[config.mk]
export PLATFORM = sky130hd
export DESIGN_NAME = iomem_gpio_bank
export DESIGN_NICKNAME = d
export VERILOG_FILES = /design/src/rtl/iomem_gpio_bank.sv
export SDC_FILE = /design/constraint.sdc
export NUM_CORES = 1
export LEC_CHECK = 0
export ABC_AREA = 1
export CORE_AREA = 2 2 134 136
export CTS_CLUSTER_SIZE = 24
export DETAILED_ROUTE_END_ITERATION = 12
export DIE_AREA = 0 0 136 138
export GPL_TIMING_DRIVEN = 0
export PLACE_DENSITY_LB_ADDON = 0.2
export RECOVER_POWER = 50
export SETUP_SLACK_MARGIN = 0.02
export SKIP_CTS_REPAIR_TIMING = 1
export SYNTH_ARGS = -nofsm -noshare
export SYNTH_HDL_FRONTEND = slang
export SYNTH_SLANG_ARGS = --single-unit
export TNS_END_PERCENT = 20
[constraint.sdc]
create_clock -name clk -period 2.8 [get_ports clk]
set_input_delay 0.56 -clock clk [delete_from_list [all_inputs] [get_ports clk]]
set_output_delay 0.56 -clock clk [all_outputs]
set_load 0.03 [all_outputs]
[src/rtl/iomem_gpio_bank.sv]
// iomem_gpio_bank: GPIO peripheral on the picosoc iomem bus.
//   Per-bit direction, atomic set/clear/toggle on the output register,
//   synchronised input readback, and edge-triggered interrupts with
//   per-bit enable, polarity and write-1-to-clear pending bits.
//
// Ports
//   clk, resetn          system clock, synchronous active-low reset
//   iomem_valid/ready    request / one-cycle acknowledge
//   iomem_wstrb          byte write strobes (0 = read)
//   iomem_addr/wdata     byte address, write data
//   iomem_rdata          read data, valid while iomem_ready=1, held otherwise
//   gpio_in              asynchronous pin inputs
//   gpio_out, gpio_oe    OUT and DIR registers
//   irq                  |(PEND & IRQ_EN)
//
// Register map (word index addr[5:2]):
//   0 OUT  1 SET  2 CLR  3 TGL  4 DIR  5 IN  6 IRQ_EN  7 IRQ_POL  8 PEND(W1C)
//   9..15 read 0, writes ignored.

// Per-bit input path: synchroniser, previous-value flop, edge detect, pending.
module iomem_gpio_lane #(
    parameter int SYNC_STAGES = 2
) (
    input  logic clk,
    input  logic resetn,
    input  logic pin,
    input  logic pol,     // 1 = rising edge, 0 = falling edge
    input  logic w1c,     // clear request from a PEND write
    output logic in_s,
    output logic pend
);
    logic [SYNC_STAGES-1:0] sync_q;
    logic                   prev_q;
    logic                   edge_det;

    assign in_s     = sync_q[SYNC_STAGES-1];
    assign edge_det = pol ? (in_s & ~prev_q) : (~in_s & prev_q);

    always_ff @(posedge clk) begin
        if (!resetn) begin
            sync_q <= '0;
            prev_q <= 1'b0;
            pend   <= 1'b0;
        end else begin
            sync_q <= {sync_q[SYNC_STAGES-2:0], pin};
            prev_q <= in_s;
            // A new edge takes priority over a simultaneous clear.
            pend   <= edge_det | (pend & ~w1c);
        end
    end
endmodule

module iomem_gpio_bank #(
    parameter logic [7:0]       BASE_HI     = 8'h03,
    parameter int               WIDTH       = 16,
    parameter int               SYNC_STAGES = 2,
    parameter logic [WIDTH-1:0] RESET_OUT   = '0,
    parameter logic [WIDTH-1:0] RESET_DIR   = '1
) (
    input  logic             clk,
    input  logic             resetn,
    input  logic             iomem_valid,
    output logic             iomem_ready,
    input  logic [3:0]       iomem_wstrb,
    input  logic [31:0]      iomem_addr,
    input  logic [31:0]      iomem_wdata,
    output logic [31:0]      iomem_rdata,
    input  logic [WIDTH-1:0] gpio_in,
    output logic [WIDTH-1:0] gpio_out,
    output logic [WIDTH-1:0] gpio_oe,
    output logic             irq
);
    typedef enum logic [3:0] {
        R_OUT  = 4'd0, R_SET = 4'd1, R_CLR = 4'd2, R_TGL = 4'd3,
        R_DIR  = 4'd4, R_IN  = 4'd5, R_EN  = 4'd6, R_POL = 4'd7,
        R_PEND = 4'd8
    } reg_idx_e;

    logic [WIDTH-1:0] out_q, dir_q, en_q, pol_q;
    logic [WIDTH-1:0] in_s, pend, w1c;
    logic [WIDTH-1:0] wmask, d;
    logic [31:0]      lane_mask32, d32, rd_val;
    logic [WIDTH-1:0] rd_w;
    logic [3:0]       idx;
    logic             sel, wr;

    assign idx = iomem_addr[5:2];
    assign sel = iomem_valid && !iomem_ready && (iomem_addr[31:24] == BASE_HI);
    assign wr  = sel && (iomem_wstrb != 4'b0);

    // Byte strobes expanded to bit lanes; bits above WIDTH are dropped here.
    assign lane_mask32 = {{8{iomem_wstrb[3]}}, {8{iomem_wstrb[2]}},
                          {8{iomem_wstrb[1]}}, {8{iomem_wstrb[0]}}};
    assign d32   = iomem_wdata & lane_mask32;
    assign wmask = lane_mask32[WIDTH-1:0];
    assign d     = d32[WIDTH-1:0];

    assign w1c = (wr && idx == R_PEND) ? d : '0;

    logic unused_bits;
    assign unused_bits = &{1'b0, iomem_addr[23:6], iomem_addr[1:0], d32, lane_mask32};

    genvar gi;
    generate
        for (gi = 0; gi < WIDTH; gi++) begin : g_lane
            iomem_gpio_lane #(.SYNC_STAGES(SYNC_STAGES)) u_lane (
                .clk    (clk),
                .resetn (resetn),
                .pin    (gpio_in[gi]),
                .pol    (pol_q[gi]),
                .w1c    (w1c[gi]),
                .in_s   (in_s[gi]),
                .pend   (pend[gi])
            );
        end
    endgenerate

    always_comb begin
        rd_w = '0;
        case (idx)
            R_OUT, R_SET, R_CLR, R_TGL: rd_w = out_q;
            R_DIR:  rd_w = dir_q;
            R_IN:   rd_w = in_s;
            R_EN:   rd_w = en_q;
            R_POL:  rd_w = pol_q;
            R_PEND: rd_w = pend;
            default: rd_w = '0;
        endcase
        rd_val = '0;
        rd_val[WIDTH-1:0] = rd_w;
    end

    always_ff @(posedge clk) begin
        if (!resetn) begin
            iomem_ready <= 1'b0;
            iomem_rdata <= '0;
            out_q       <= RESET_OUT;
            dir_q       <= RESET_DIR;
            en_q        <= '0;
            pol_q       <= '1;
        end else begin
            // ready is a single-cycle pulse; sel excludes the ack cycle.
            iomem_ready <= sel;
            if (sel) iomem_rdata <= rd_val;
            if (wr) begin
                case (idx)
                    R_OUT: out_q <= (out_q & ~wmask) | d;
                    R_SET: out_q <= out_q | d;
                    R_CLR: out_q <= out_q & ~d;
                    R_TGL: out_q <= out_q ^ d;
                    R_DIR: dir_q <= (dir_q & ~wmask) | d;
                    R_EN:  en_q  <= (en_q  & ~wmask) | d;
                    R_POL: pol_q <= (pol_q & ~wmask) | d;
                    default: ;
                endcase
            end
        end
    end

    assign gpio_out = out_q;
    assign gpio_oe  = dir_q;
    assign irq      = |(pend & en_q);
endmodule
Word level (Yosys, flattened, before mapping)

Index checks and enable logic that the tools add are counted.

Output and inout bits: 66
Bits in registers: 145
Bits of input ports: 87
Logic and storage cells: 223

Bitwise operators: 127
Equal/unequal tests: 9
Reduce and logical (&&, ||, !) cells: 14
Mux-type cells: 19

Operator list:

| kind                                                                  | number |
|---|---|
| 16-bit AND                                                            | 7 |
| 16-bit one-hot mux with 6 select lines                                | 1 |
| 16-bit OR                                                             | 5 |
| 16-bit one-hot mux with 4 select lines                                | 1 |
| 1-bit AND                                                             | 48 |
| 1-bit NOT                                                             | 48 |
| 16-bit NOT                                                            | 2 |
| 4-bit by 3-bit equality test with 1-bit output, second input constant | 4 |
| 1-bit 2-to-1 mux                                                      | 16 |
| 16-bit 2-to-1 mux                                                     | 1 |
| 1-bit OR                                                              | 16 |
| 16-bit OR reduction                                                   | 1 |
| 16-bit bitwise XOR                                                    | 1 |
| 4-bit by 2-bit equality test with 1-bit output, second input constant | 2 |
| 8-bit by 2-bit equality test with 1-bit output, second input constant | 1 |
| 2-bit AND reduction                                                   | 4 |
| 4-bit nonzero test                                                    | 2 |
| 4-bit by 1-bit equality test with 1-bit output, second input constant | 1 |
| 4-bit equality test, second input constant                            | 1 |
| 1-bit logical AND                                                     | 4 |
| 4-bit logical NOT                                                     | 1 |
| 4-bit OR reduction                                                    | 1 |
| 1-bit logical NOT                                                     | 1 |

Depth between registers and ports, before layout

Depth after elaboration: 9
Mapped depth: 11
Depth with buffers taken out: 10

Cells and area by module

From an unflattened synthesis, not the netlist that was laid out.

Cell total of the unflattened synthesis: 1,243
Area total of the unflattened synthesis: 7,686.1 µm²

Modules (own cells, without submodules):

| module          | cells an instance | instances | seq. area each (µm²) | area an instance (µm²) |
|---|---|---|---|---|
| iomem_gpio_bank | 923               | 1         | 1,621.6              | 5,383.9 |
| iomem_gpio_lane | 20                | 16        | 80.1                 | 143.9 |

Least setup slack after synthesis

No wires, ideal clock.

Kind: input-to-reg
From: input port iomem_valid
To: register with a tool-made name
Library setup time: 130 ps
Data arrival time: 1,542 ps
Path slack: 1,128 ps
Cell stages on the path: 8
Buffers on the path: 1
Data required time: 2,670 ps
Cell sequence: inv_1 > nor2_1 > nand3_1 > nor2_4 > buf_2 > nand4_2 > nand2_1 > nand3_1

RTL lines:

| what               | line | RTL |
|---|---|---|
| start: declaration | 62   | `input logic iomem_valid,` |

Worst setup path after layout

From: input port iomem_addr[2]
To: register iomem_rdata[3]

Word-level cells in the longest chain between the ends: 3
Elaborated cells between the ends (all ways): 11
Those cells by class: eq/ne (8); mux (1); reduce/logical (2)

RTL lines:

| what                                                                   | line | RTL |
|---|---|---|
| start: declaration                                                     | 65   | `input logic [31:0] iomem_addr,` |
| 4-bit by 2-bit equality test with 1-bit output (tied with other cells) | 120  | `case (idx)` |
| 4-bit OR reduction                                                     | 120  |  |
| 16-bit one-hot mux with 6 select lines *                               | 120  |  |
| end signal: assignment                                                 | 144  | `if (sel) iomem_rdata <= rd_val;` |
| end: declaration                                                       | 67   | `output logic [31:0] iomem_rdata,` |

Every way passes the cells marked *; elsewhere a longest branch is shown, timed or not.
A chain may end at the register's enable or synchronous reset.

==> flow_summary_export.csv <==
group,metric,value,unit
sta,fin_skew,0.0119,ns
floorplan,die_area,18800,sq um
clock_network,path_clk_slew,0.06,ns
power,powerDensity,501,nW/um^2
clock_network,tritoncts,"done",
route,routed-via-count,8006,
floorplan,io_pins,153,
setup_path,crit_arrival,3.02,ns
layout,fillerInstances,1833,
setup_path,critPathSlowestCell,"clkdlybuf4s50_1",
route,dr_wl_met2,10.9,mm
global_route,grt_max_degree,17,
clock_network,cts_root_buf,"clkbuf_16",
layout,num_antenna_cells,0,
floorplan,fp.dieW,136,um
floorplan,initial_core_util,0.438,
worst_hold_path,hold_class,"register to register",
clock_network,clockBufferDepth,2,
yosys,ys.flop_type,"dfxtp_1",
yosys,yosysWarnings,0,
route,wirelength,25.6,mm
route,drc,0,
route,postRouteAntennaNets,0,
clock_network,cts_made_buffers,17,
yosys,syn-cell-area,7680,sq um
job,maxCapViolations,0,
layout,design_area,9560,sq um
power,ir_worst_vdd,0.441,mV
clock_network,clock-sinks,145,
placed_design,dp_hpwl,20.0,mm
route,vias_per_cell,5.03,
sta,tightestPinTransition,1.02,ns
global_route,grt_pass1_wl,39.3,mm
route,route.met3.wl,2.49,mm
placed_design,place_ws,-0.0848,ns
yosys,ys_ff_latch,145,
sta,whs,0.411,ns
layout,utilization,0.545,
setup_path,worstSetupEndpointType,"register",
sta,fin_tns_setup,0,ns
route,drtPass1Iterations,5,
setup_path,start_kind,"input pin",
placed_design,dpl-instance-area,9020,sq um
sta,max_freq,0.375,GHz
floorplan,die_y,138,um
run_status,status,"complete, no violations",
sta,drv_slew,0,
power,p_total,4.79,mW
yosys,synth.avg_cell_area,6.31,sq um
setup_path,crit_family,"simple AND/OR/NAND/NOR gates",
yosys,synthDistinctLibCells,27,
route,m1WireLength,11.2,mm
setup_path,cpPeakStageDelay,0.67,ns
global_route,grt_pass1_vias,7122,
yosys,synth_edf_count,0,
clock_network,clock_insertion_delay_worst_skew,0.43,ns
sta,setup_ws,0.136,ns
setup_path,crit_required,3.16,ns
layout,stdcell_count,1592,
yosys,seq_area_frac_synth,0.378,
setup_path,cp_cell_sequence,"clkdlybuf4s50_1 -> inv_2 -> nor2_2 -> nand2_1 -> nor2_1 -> nor2_1 -> nand2_1 -> nand2_1 -> a21oi_1",
placed_design,globalplace.congestion,0.968,
floorplan,core_area,17500,sq um
setup_path,criticalPathCategory,"input pin to register",
global_route,antenna_found_initial,0,
layout,drive_gt1_frac,0.0697,
global_route,overflow,0,
placed_design,placedCellCount,1560,
route,wl_per_cell,16.1,um
yosys,synth-async-reset-ratio,0,
layout,fin_nets,1453,
sta,fin_crit_sh,0.952,
sta,rsz0062_at_grt,"false",
setup_path,worst-path-max-fanout,10,
sta,finalSetupViolCount,0,
setup_path,worst_path_most_repeated_cell,"nand2_1",
placed_design,io_buffers,99,
sta,final_hold_viol_count,0,
route,highest_layer,"met4",
setup_path,cp_num_buf_inv,2,
yosys,synthCells,1217,
sta,slew-limit-headroom,0.314,
floorplan,rows,49,
global_route,grt_usage,0.277,
sta,layout_min_cycle_time,2.66,ns
clock_network,htree_levels,4,
layout,areaGrowthSynthToFinish,24.4,%
route,drt_iter0_markers,893,
power,p_leak,4.84,nW
## cell usage in the layout, fill, tap and decap left out, drive strengths merged, types with 6 or more instances in the layout
master / n
nand2: 403
inv: 220
dfxtp: 145
nor2: 133
nand3: 124
clkdlybuf4s50: 62
nand4: 55
buf: 44
clkbuf: 43
dlygate4sd3: 37
a21oi: 32
ha: 16
conb: 16
o21ai: 13
o22ai: 6
## cell families after synthesis
logic type	share of synthesized area
compound gates	0.0387
buf+inv	0.150
fa+ha+maj	0.0260
other cells	0.000488
flops	0.378
simple gates	0.407
## synthesized netlist by cell type, drive strengths merged (3+ instances only)
cell / number / area share
nand2: 403 / 0.20
inv: 213 / 0.10
dfxtp: 145 / 0.38
nor2: 133 / 0.072
nand3: 124 / 0.081
nand4: 55 / 0.050
buf: 44 / 0.034
a21oi: 32 / 0.021
clkbuf: 24 / 0.012
ha: 16 / 0.026
o21ai: 13 / 0.0085
o22ai: 6 / 0.0049
a221oi: 4 / 0.0046
nor3: 3 / 0.0041
## path summary, 6_finish.rpt
check | from | to | slack [ns] | cells past startpoint
hold reg to reg | g_lane[8].u_lane.sync_q[0] | g_lane[8].u_lane.sync_q[1] | 0.41 | 2
setup reg to reg | iomem_ready | register | 0.60 | 6
setup / recovery | iomem_addr[2] | iomem_rdata[3] | 0.14 | 9
hold / removal | g_lane[8].u_lane.sync_q[0] | g_lane[8].u_lane.sync_q[1] | 0.41 | 2
## final cells by class
type,count,area [sq um],share of cell area
Sequential cell,145,2900,0.304
Clock buffer,19,443,0.0463
Timing Repair Buffer,99,991,0.104
Multi-Input combinational cell,806,3660,0.383
Clock inverter,13,123,0.0128
Tap cell,229,287,0.0300
Buffer,68,353,0.0369
Inverter,213,800,0.0836
## tightest hold or removal path: cells and delay by family, from the launching register on
kind / cells / cell delay, ns
DFF: 1 / 0.30
buffers and inverters: 1 / 0.04
and+or+nand+nor: 1 / 0.05
## per-layer routing
metal	up-vias	GRT usage
met2	395	0.411
met3	61	0.0532
met1	3564	0.388
met4	0	0.129
met5	-	0
li1	3986	-
## power breakdown
| part | internal [mW] | switching, mW | leakage, nW |
|---|---|---|---|
| logic | 0.160 | 0.309 | 3.39 |
| registers | 2.10 | 0.0300 | 1.18 |
| clock network | 1.19 | 0.999 | 0.268 |
(Power assumes the default switching activity.)
